`src/rtl/mc_ctrl_pkg.sv`:
```
// Shared encodings for the multicycle MIPS control FSM: state codes, opcode/funct
// constants, instruction classes and datapath mux/ALU select codes.
package mc_ctrl_pkg;

    typedef enum logic [3:0] {
        S_FETCH  = 4'd0,
        S_DECODE = 4'd1,
        S_MEMADR = 4'd2,
        S_MEMRD  = 4'd3,
        S_MEMWB  = 4'd4,
        S_MEMWR  = 4'd5,
        S_EXEC   = 4'd6,
        S_ALUWB  = 4'd7,
        S_IEXEC  = 4'd8,
        S_IWB    = 4'd9,
        S_BRANCH = 4'd10,
        S_JUMP   = 4'd11,
        S_HALT   = 4'd12
    } state_t;

    typedef enum logic [3:0] {
        C_RTYPE,
        C_JR,
        C_LW,
        C_SW,
        C_ADDI,
        C_ORI,
        C_BEQ,
        C_J,
        C_JAL,
        C_ILLEGAL
    } instr_class_t;

    localparam logic [5:0] OP_RTYPE = 6'h00;
    localparam logic [5:0] OP_J     = 6'h02;
    localparam logic [5:0] OP_JAL   = 6'h03;
    localparam logic [5:0] OP_BEQ   = 6'h04;
    localparam logic [5:0] OP_ADDI  = 6'h08;
    localparam logic [5:0] OP_ORI   = 6'h0D;
    localparam logic [5:0] OP_LW    = 6'h23;
    localparam logic [5:0] OP_SW    = 6'h2B;

    localparam logic [5:0] FN_JR    = 6'h08;
    localparam logic [5:0] FN_ADDU  = 6'h21;
    localparam logic [5:0] FN_SUBU  = 6'h23;
    localparam logic [5:0] FN_AND   = 6'h24;
    localparam logic [5:0] FN_OR    = 6'h25;
    localparam logic [5:0] FN_SLT   = 6'h2A;

    localparam logic [2:0] ALU_ADD  = 3'd1;
    localparam logic [2:0] ALU_SUB  = 3'd2;
    localparam logic [2:0] ALU_AND  = 3'd3;
    localparam logic [2:0] ALU_OR   = 3'd4;
    localparam logic [2:0] ALU_SLT  = 3'd5;

    localparam logic [1:0] NPC_PC4    = 2'd0;
    localparam logic [1:0] NPC_BRANCH = 2'd1;
    localparam logic [1:0] NPC_JUMP   = 2'd2;
    localparam logic [1:0] NPC_JR     = 2'd3;

    localparam logic [1:0] GPR_RD   = 2'd0;
    localparam logic [1:0] GPR_RT   = 2'd1;
    localparam logic [1:0] GPR_RA   = 2'd2;

    localparam logic [1:0] WD_ALU   = 2'd0;
    localparam logic [1:0] WD_MDR   = 2'd1;
    localparam logic [1:0] WD_PC    = 2'd2;

    localparam logic [1:0] SRCB_RD2   = 2'd0;
    localparam logic [1:0] SRCB_FOUR  = 2'd1;
    localparam logic [1:0] SRCB_IMM   = 2'd2;
    localparam logic [1:0] SRCB_IMMSH = 2'd3;

    typedef struct packed {
        logic       pc_write;
        logic       mem_read;
        logic       mem_write;
        logic       iord;
        logic       reg_write;
        logic       ext_op;
        logic       alu_src_a;
        logic [1:0] alu_src_b;
        logic [2:0] alu_op;
        logic [1:0] npc_op;
        logic [1:0] gpr_sel;
        logic [1:0] wd_sel;
        logic       done;
    } ctrl_t;

endpackage

```
`src/rtl/mc_ctrl_dec.sv`:
```
// Combinational instruction classifier: Op/Funct -> instruction class and ALU operation.
module mc_ctrl_dec
    import mc_ctrl_pkg::*;
(
    input  logic [5:0]   Op,
    input  logic [5:0]   Funct,
    output instr_class_t cls,
    output logic [2:0]   alu_op
);

    always_comb begin
        cls    = C_ILLEGAL;
        alu_op = ALU_ADD;
        case (Op)
            OP_RTYPE: begin
                case (Funct)
                    FN_ADDU: begin cls = C_RTYPE; alu_op = ALU_ADD; end
                    FN_SUBU: begin cls = C_RTYPE; alu_op = ALU_SUB; end
                    FN_AND:  begin cls = C_RTYPE; alu_op = ALU_AND; end
                    FN_OR:   begin cls = C_RTYPE; alu_op = ALU_OR;  end
                    FN_SLT:  begin cls = C_RTYPE; alu_op = ALU_SLT; end
                    FN_JR:   cls = C_JR;
                    default: cls = C_ILLEGAL;
                endcase
            end
            OP_ADDI: begin cls = C_ADDI; alu_op = ALU_ADD; end
            OP_ORI:  begin cls = C_ORI;  alu_op = ALU_OR;  end
            OP_LW:   cls = C_LW;
            OP_SW:   cls = C_SW;
            OP_BEQ:  begin cls = C_BEQ;  alu_op = ALU_SUB; end
            OP_J:    cls = C_J;
            OP_JAL:  cls = C_JAL;
            default: cls = C_ILLEGAL;
        endcase
    end

endmodule

```
`src/rtl/mc_ctrl.sv`:
```
// Multicycle MIPS control FSM driving the shared memory and datapath muxes.
// Build option MC_CTRL_ILLEGAL_TRAP_EN: illegal instructions trap to HALT and add a halted port.
module mc_ctrl
    import mc_ctrl_pkg::*;
#(
    parameter logic [3:0] RESET_STATE = 4'd0
)
(
    input  logic       clk,
    input  logic       rst,
    input  logic [5:0] Op,
    input  logic [5:0] Funct,
    input  logic       Zero,
    input  logic       mem_ready,
    output logic       PCWrite,
    output logic       IRWrite,
    output logic       MemRead,
    output logic       MemWrite,
    output logic       IorD,
    output logic       RegWrite,
    output logic       EXTOp,
    output logic       ALUSrcA,
    output logic [1:0] ALUSrcB,
    output logic [2:0] ALUOp,
    output logic [1:0] NPCOp,
    output logic [1:0] GPRSel,
    output logic [1:0] WDSel,
    output logic       instr_done,
    output logic [3:0] state
`ifdef MC_CTRL_ILLEGAL_TRAP_EN
    ,
    output logic       halted
`endif
);

    instr_class_t cls;
    logic [2:0]   dec_alu_op;
    state_t       state_q;
    state_t       state_n;
    ctrl_t        ctrl_q;

    mc_ctrl_dec u_dec (
        .Op     (Op),
        .Funct  (Funct),
        .cls    (cls),
        .alu_op (dec_alu_op)
    );

    // Moore decode, evaluated on the next state so the outputs can be registered.
    // Op/Funct come from the IR, which is stable from DECODE onward.
    function automatic ctrl_t moore_ctrl(input state_t s, input instr_class_t c,
                                         input logic [2:0] op);
        ctrl_t o;
        o = '0;
        case (s)
            S_FETCH: begin
                o.mem_read  = 1'b1;
                o.alu_src_b = SRCB_FOUR;
                o.alu_op    = ALU_ADD;
                o.npc_op    = NPC_PC4;
            end
            S_DECODE: o.ext_op = 1'b1;
            S_MEMADR: begin
                o.alu_src_a = 1'b1;
                o.alu_src_b = SRCB_IMM;
                o.alu_op    = ALU_ADD;
                o.ext_op    = 1'b1;
            end
            S_MEMRD: begin
                o.mem_read = 1'b1;
                o.iord     = 1'b1;
            end
            S_MEMWB: begin
                o.reg_write = 1'b1;
                o.gpr_sel   = GPR_RT;
                o.wd_sel    = WD_MDR;
                o.done      = 1'b1;
            end
            S_MEMWR: begin
                o.mem_write = 1'b1;
                o.iord      = 1'b1;
            end
            S_EXEC: begin
                o.alu_src_a = 1'b1;
                o.alu_src_b = SRCB_RD2;
                o.alu_op    = op;
            end
            S_ALUWB: begin
                o.reg_write = 1'b1;
                o.gpr_sel   = GPR_RD;
                o.wd_sel    = WD_ALU;
                o.done      = 1'b1;
            end
            S_IEXEC: begin
                o.alu_src_a = 1'b1;
                o.alu_src_b = SRCB_IMM;
                o.alu_op    = op;
                o.ext_op    = (c == C_ADDI);
            end
            S_IWB: begin
                o.reg_write = 1'b1;
                o.gpr_sel   = GPR_RT;
                o.wd_sel    = WD_ALU;
                o.done      = 1'b1;
            end
            S_BRANCH: begin
                o.alu_src_a = 1'b1;
                o.alu_src_b = SRCB_RD2;
                o.alu_op    = ALU_SUB;
                o.npc_op    = NPC_BRANCH;
                o.done      = 1'b1;
            end
            S_JUMP: begin
                o.pc_write = 1'b1;
                o.done     = 1'b1;
                o.npc_op   = (c == C_JR) ? NPC_JR : NPC_JUMP;
                if (c == C_JAL) begin
                    o.reg_write = 1'b1;
                    o.gpr_sel   = GPR_RA;
                    o.wd_sel    = WD_PC;
                end
            end
            default: o = '0;
        endcase
        return o;
    endfunction

    always_comb begin
        state_n = S_FETCH;
        case (state_q)
            S_FETCH:  state_n = mem_ready ? S_DECODE : S_FETCH;
            S_DECODE: begin
                case (cls)
                    C_LW, C_SW:     state_n = S_MEMADR;
                    C_RTYPE:        state_n = S_EXEC;
                    C_ADDI, C_ORI:  state_n = S_IEXEC;
                    C_BEQ:          state_n = S_BRANCH;
                    C_J, C_JAL, C_JR: state_n = S_JUMP;
`ifdef MC_CTRL_ILLEGAL_TRAP_EN
                    default:        state_n = S_HALT;
`else
                    default:        state_n = S_FETCH;
`endif
                endcase
            end
            S_MEMADR: state_n = (cls == C_SW) ? S_MEMWR : S_MEMRD;
            S_MEMRD:  state_n = mem_ready ? S_MEMWB : S_MEMRD;
            S_MEMWB:  state_n = S_FETCH;
            S_MEMWR:  state_n = mem_ready ? S_FETCH : S_MEMWR;
            S_EXEC:   state_n = S_ALUWB;
            S_ALUWB:  state_n = S_FETCH;
            S_IEXEC:  state_n = S_IWB;
            S_IWB:    state_n = S_FETCH;
            S_BRANCH: state_n = S_FETCH;
            S_JUMP:   state_n = S_FETCH;
`ifdef MC_CTRL_ILLEGAL_TRAP_EN
            S_HALT:   state_n = S_HALT;
`endif
            default:  state_n = S_FETCH;
        endcase
    end

`ifdef MC_CTRL_ILLEGAL_TRAP_EN
    logic halted_q;
`endif

    always_ff @(posedge clk) begin
        if (rst) begin
            state_q  <= state_t'(RESET_STATE);
            ctrl_q   <= moore_ctrl(state_t'(RESET_STATE), cls, dec_alu_op);
`ifdef MC_CTRL_ILLEGAL_TRAP_EN
            halted_q <= 1'b0;
`endif
        end else begin
            state_q  <= state_n;
            ctrl_q   <= moore_ctrl(state_n, cls, dec_alu_op);
`ifdef MC_CTRL_ILLEGAL_TRAP_EN
            halted_q <= (state_n == S_HALT);
`endif
        end
    end

    // Input-qualified terms stay combinational so they act in the same cycle.
    logic illegal_nop;
`ifdef MC_CTRL_ILLEGAL_TRAP_EN
    assign illegal_nop = 1'b0;
    assign halted      = halted_q;
`else
    assign illegal_nop = (state_q == S_DECODE) && (cls == C_ILLEGAL);
`endif

    assign PCWrite    = ctrl_q.pc_write
                      | ((state_q == S_FETCH)  & mem_ready)
                      | ((state_q == S_BRANCH) & Zero);
    assign IRWrite    = (state_q == S_FETCH) & mem_ready;
    assign MemRead    = ctrl_q.mem_read;
    assign MemWrite   = ctrl_q.mem_write;
    assign IorD       = ctrl_q.iord;
    assign RegWrite   = ctrl_q.reg_write;
    assign EXTOp      = ctrl_q.ext_op;
    assign ALUSrcA    = ctrl_q.alu_src_a;
    assign ALUSrcB    = ctrl_q.alu_src_b;
    assign ALUOp      = ctrl_q.alu_op;
    assign NPCOp      = ctrl_q.npc_op;
    assign GPRSel     = ctrl_q.gpr_sel;
    assign WDSel      = ctrl_q.wd_sel;
    assign instr_done = ctrl_q.done
                      | ((state_q == S_MEMWR) & mem_ready)
                      | illegal_nop;
    assign state      = state_q;

endmodule
```
`config.mk`:
```
export PLATFORM = sky130hd
export DESIGN_NAME = mc_ctrl
export DESIGN_NICKNAME = d
export VERILOG_FILES = /design/src/rtl/mc_ctrl_pkg.sv /design/src/rtl/mc_ctrl_dec.sv /design/src/rtl/mc_ctrl.sv
export SDC_FILE = /design/constraint.sdc
export NUM_CORES = 1
export LEC_CHECK = 0
export CORE_ASPECT_RATIO = 0.8
export CORE_MARGIN = 1.5
export CORE_UTILIZATION = 50
export CTS_BUF_LIST = sky130_fd_sc_hd__clkbuf_16
export DETAILED_ROUTE_END_ITERATION = 12
export PLACE_DENSITY = 0.87
export REMOVE_ABC_BUFFERS = 1
export SYNTH_ARGS = -nofsm -noshare
export SYNTH_HDL_FRONTEND = slang
export SYNTH_HIERARCHICAL = 1
export SYNTH_SLANG_ARGS = --single-unit
export TNS_END_PERCENT = 1
```
`constraint.sdc`:
```
create_clock -name clk -period 9.4 [get_ports clk]
set_input_delay 1.41 -clock clk [delete_from_list [all_inputs] [get_ports clk]]
set_output_delay 1.41 -clock clk [all_outputs]
set_load 0.01 [all_outputs]
```
==> summary.txt <==
Timing
  – Setup-failing EPs final: 0
  – Clk_skew: 0.00463 ns
  – Worst hold slack: 0.639 ns
  – Pins over their slew limit: 0
  – RSZ-0062 raised after global routing: false
  – Final Critical Period: 5.72 ns
  – Fmax: 175 MHz
  – Final period util: 60.9%
  – Final hold vios: 0
  – Slew at the pin closest to its max-slew limit: 0.959 ns
  – Post-route setup TNS: 0 ns
  – Rel. slew slack: 35.6%

Clock network
  – Root buf cell: clkbuf_16
  – Hold Buf Count CTS: 0
  – CTS Buf Count: 3
  – Clk buf depth: 2
  – CTS resizes: 0
  – Post-CTS Setup Bufs: 0
  – Clock latency at the later pin of the worst-skew pair: 0.25 ns
  – Max H-tree Level: 1
  – Clk sinks: 22
  – TritonCTS clock tree: done
  – Clock slew at reported path FFs: 0.06 ns

Global route
  – GRT Util Overall: 21.8%
  – Largest net degree at the start of global routing: 15
  – First-pass GRT wire length: 5.97 mm
  – Vias in the first global route: 1228
  – Gr ovfl total: 0
  – Initial antenna violation count: 0

Routing
  – Post-Route WL: 3.70 mm
  – Routed met1 length: 1.92 mm
  – DR WL/cell: 14.6 um
  – ANT nets after route: 0
  – DRC violations left: 0
  – Max layer used: met4
  – Metal3 WL: 264 um
  – Vias: 1510
  – Via density: 5.97
  – Routed wl met2: 1.47 mm
  – First-pass DRT Iterations: 4
  – Initial drt markers: 109

Floorplan
  – Chip width: 66.6 um
  – Initial Util: 52.4%
  – DIE AREA: 3590 um^2
  – Core area: 3090 um^2
  – Row count: 18
  – Io pins: 40
  – Chip height: 53.9 um

Layout
  – Area grow syn2layout: 21.6%
  – # diodes: 0
  – Area of the multi-input gates: 985 um^2
  – FF/Latch Area: 440 um^2
  – Layout cells sized above 1: 7.51%
  – Nets: 231
  – Final Non-Filler Cells: 253
  – Final core occ: 63.7%
  – Fillers: 281

Critical path
  – Cell count along the critical path: 9
  – Slowest cell on crit path: a21oi_1
  – Critical path arrival: 4.31 ns
  – Peak fanout along the critical path: 13
  – Worst setup SP type: input port
  – Buf/Inv on CP: 2
  – Worst reg2reg path depth: 5
  – Most used cell, CP: a21oi_1
  – Req. time, crit path: 7.99 ns
  – Crit path to: instr_done
  – Worst R2R End: IorD
  – CP Class: in2out
  – Max incr delay on CP: 0.67 ns
  – Worst setup path startpoint: Op[0]
  – CP Capture Type: output port
  – Crit path max-delay family: buffers and inverters
  – CP cell instances: clkdlybuf4s50_1, nor3_1, a21oi_1, or3b_1, a21oi_1, nor4b_1, a21oi_1, o31ai_1, clkdlybuf4s50_1
  – Reg-to-reg critical path startpoint: state[2]
  – R2R setup slack: 7.20 ns

Place
  – Port Buf Inserts: 39
  – Inst Count DP: 250
  – Post-detail-place hpwl: 2.72 mm
  – Routability cong.: 0.937

Synth
  – EDFF count, synth: 0
  – Cells after Synth: 195
  – Biggest area consumer among synthesized cells: dfxtp_1
  – Largest cells by area after synthesis: dfxtp_1, a21oi_1, buf_4
  – Number of synthesis warnings: 6
  – Ys async rst share: 0%
  – Synthesized cell area: 1620 um^2
  – Yosys cell types: 61
  – Post-synth top area share: 27.2%
  – Top-count cell post-synth: dfxtp_1
  – Syn avg cell area: 8.30 um^2
  – Synth Register Bits: 22
  – Commonest cells post-synth: dfxtp_1, a21oi_1, nand2_1
  – Seq/Total Area, Yosys: 27.2%
  – Top_reg_cell synth: dfxtp_1

Pwr
  – Maximum vdd ir drop: 0.136 mV
  – PwrDens: 124 nW/um^2
  – Final total power: 245 uW
  – Leak: 0.000698 uW

Worst hold path
  – HP Class: reg2reg
  – Hold path start: state[0]

Run status
  – Status: completed

Flow run
  – Max_cap viols: 0
cell type report:
cell class / instances / share of cell area [%]
clock buffers: 3 / 3.82
flip-flops and latches: 22 / 22.4
multi-input cells: 142 / 50.1
well taps: 40 / 2.54
repair buffers: 39 / 19.8
inverters: 7 / 1.34
worst register-to-register path, cell delays in order (launching register included):
cell	delay (ns)
dfxtp_1	0.44
or3_1	0.45
o2111ai_1	0.48
nand2_2	0.25
or2_0	0.30
a211oi_2	0.21
per-stage QoR:
step / area [um^2] / setup slack [ns]
after CTS: 1970 / 3.71
after global placement: 1890 / 3.83
after detailed placement: 1890 / 3.72
after floorplan: 1450 / 5.09
final: 1970 / 3.68
after global routing: 1970 / 3.45
state kept, by name (all words and copies together) (netlist names):
name      count
EXTOp         1
ALUSrcA       1
MemRead       1
MemWrite      1
ALUOp         3
WDSel         1
ctrl_q        2
state         4
IorD          1
ALUSrcB       2
RegWrite      1
NPCOp         2
GPRSel        2
worst min-delay path by stage:
stage,endpoint,cells past startpoint
floorplan,WDSel[0],2
CTS,WDSel[0],2
global placement,WDSel[0],2
detailed placement,WDSel[0],2
global route,WDSel[0],2
finish,WDSel[0],2
placed cells by master (no fill, tap or decap), types with 3 or more instances in the layout:
| cell type | n |
|---|---|
| o21ai_0 | 6 |
| a21o_1 | 3 |
| nand2b_1 | 3 |
| nor4_1 | 4 |
| a211oi_1 | 3 |
| nor2_1 | 8 |
| o21ai_1 | 5 |
| clkdlybuf4s50_1 | 39 |
| o2111ai_1 | 3 |
| dfxtp_1 | 22 |
| inv_1 | 7 |
| a211oi_2 | 3 |
| and3_1 | 3 |
| o31ai_1 | 4 |
| clkbuf_16 | 3 |
| a21oi_1 | 17 |
| or3_1 | 3 |
| nor3_1 | 10 |
| nor2b_1 | 4 |
| nand3_1 | 3 |
| nand2_1 | 12 |
| nand3b_1 | 4 |
per-layer routing:
layer	global-route usage [%]	up-vias
met4	4.08	0
met5	0	-
met3	4.39	6
met1	35.3	684
met2	29.2	59
li1	-	761
kinds of logic after synthesis:
kind of cell	after synthesis	share of synthesized area (%)
buf+inv	31	11.9
fa+ha+maj	1	0.619
xor+xnor	3	1.62
mux	1	0.619
compound gates	62	27.1
flops	22	27.2
simple gates	75	30.9
power breakdown:
group,internal [uW],switching (uW),total [uW]
combinational,28.0,30.8,58.9
clock,56.0,29.6,85.6
sequential,96.9,3.10,100
total,181,63.6,245
No activity file was read; power rests on OpenSTA's default activity.
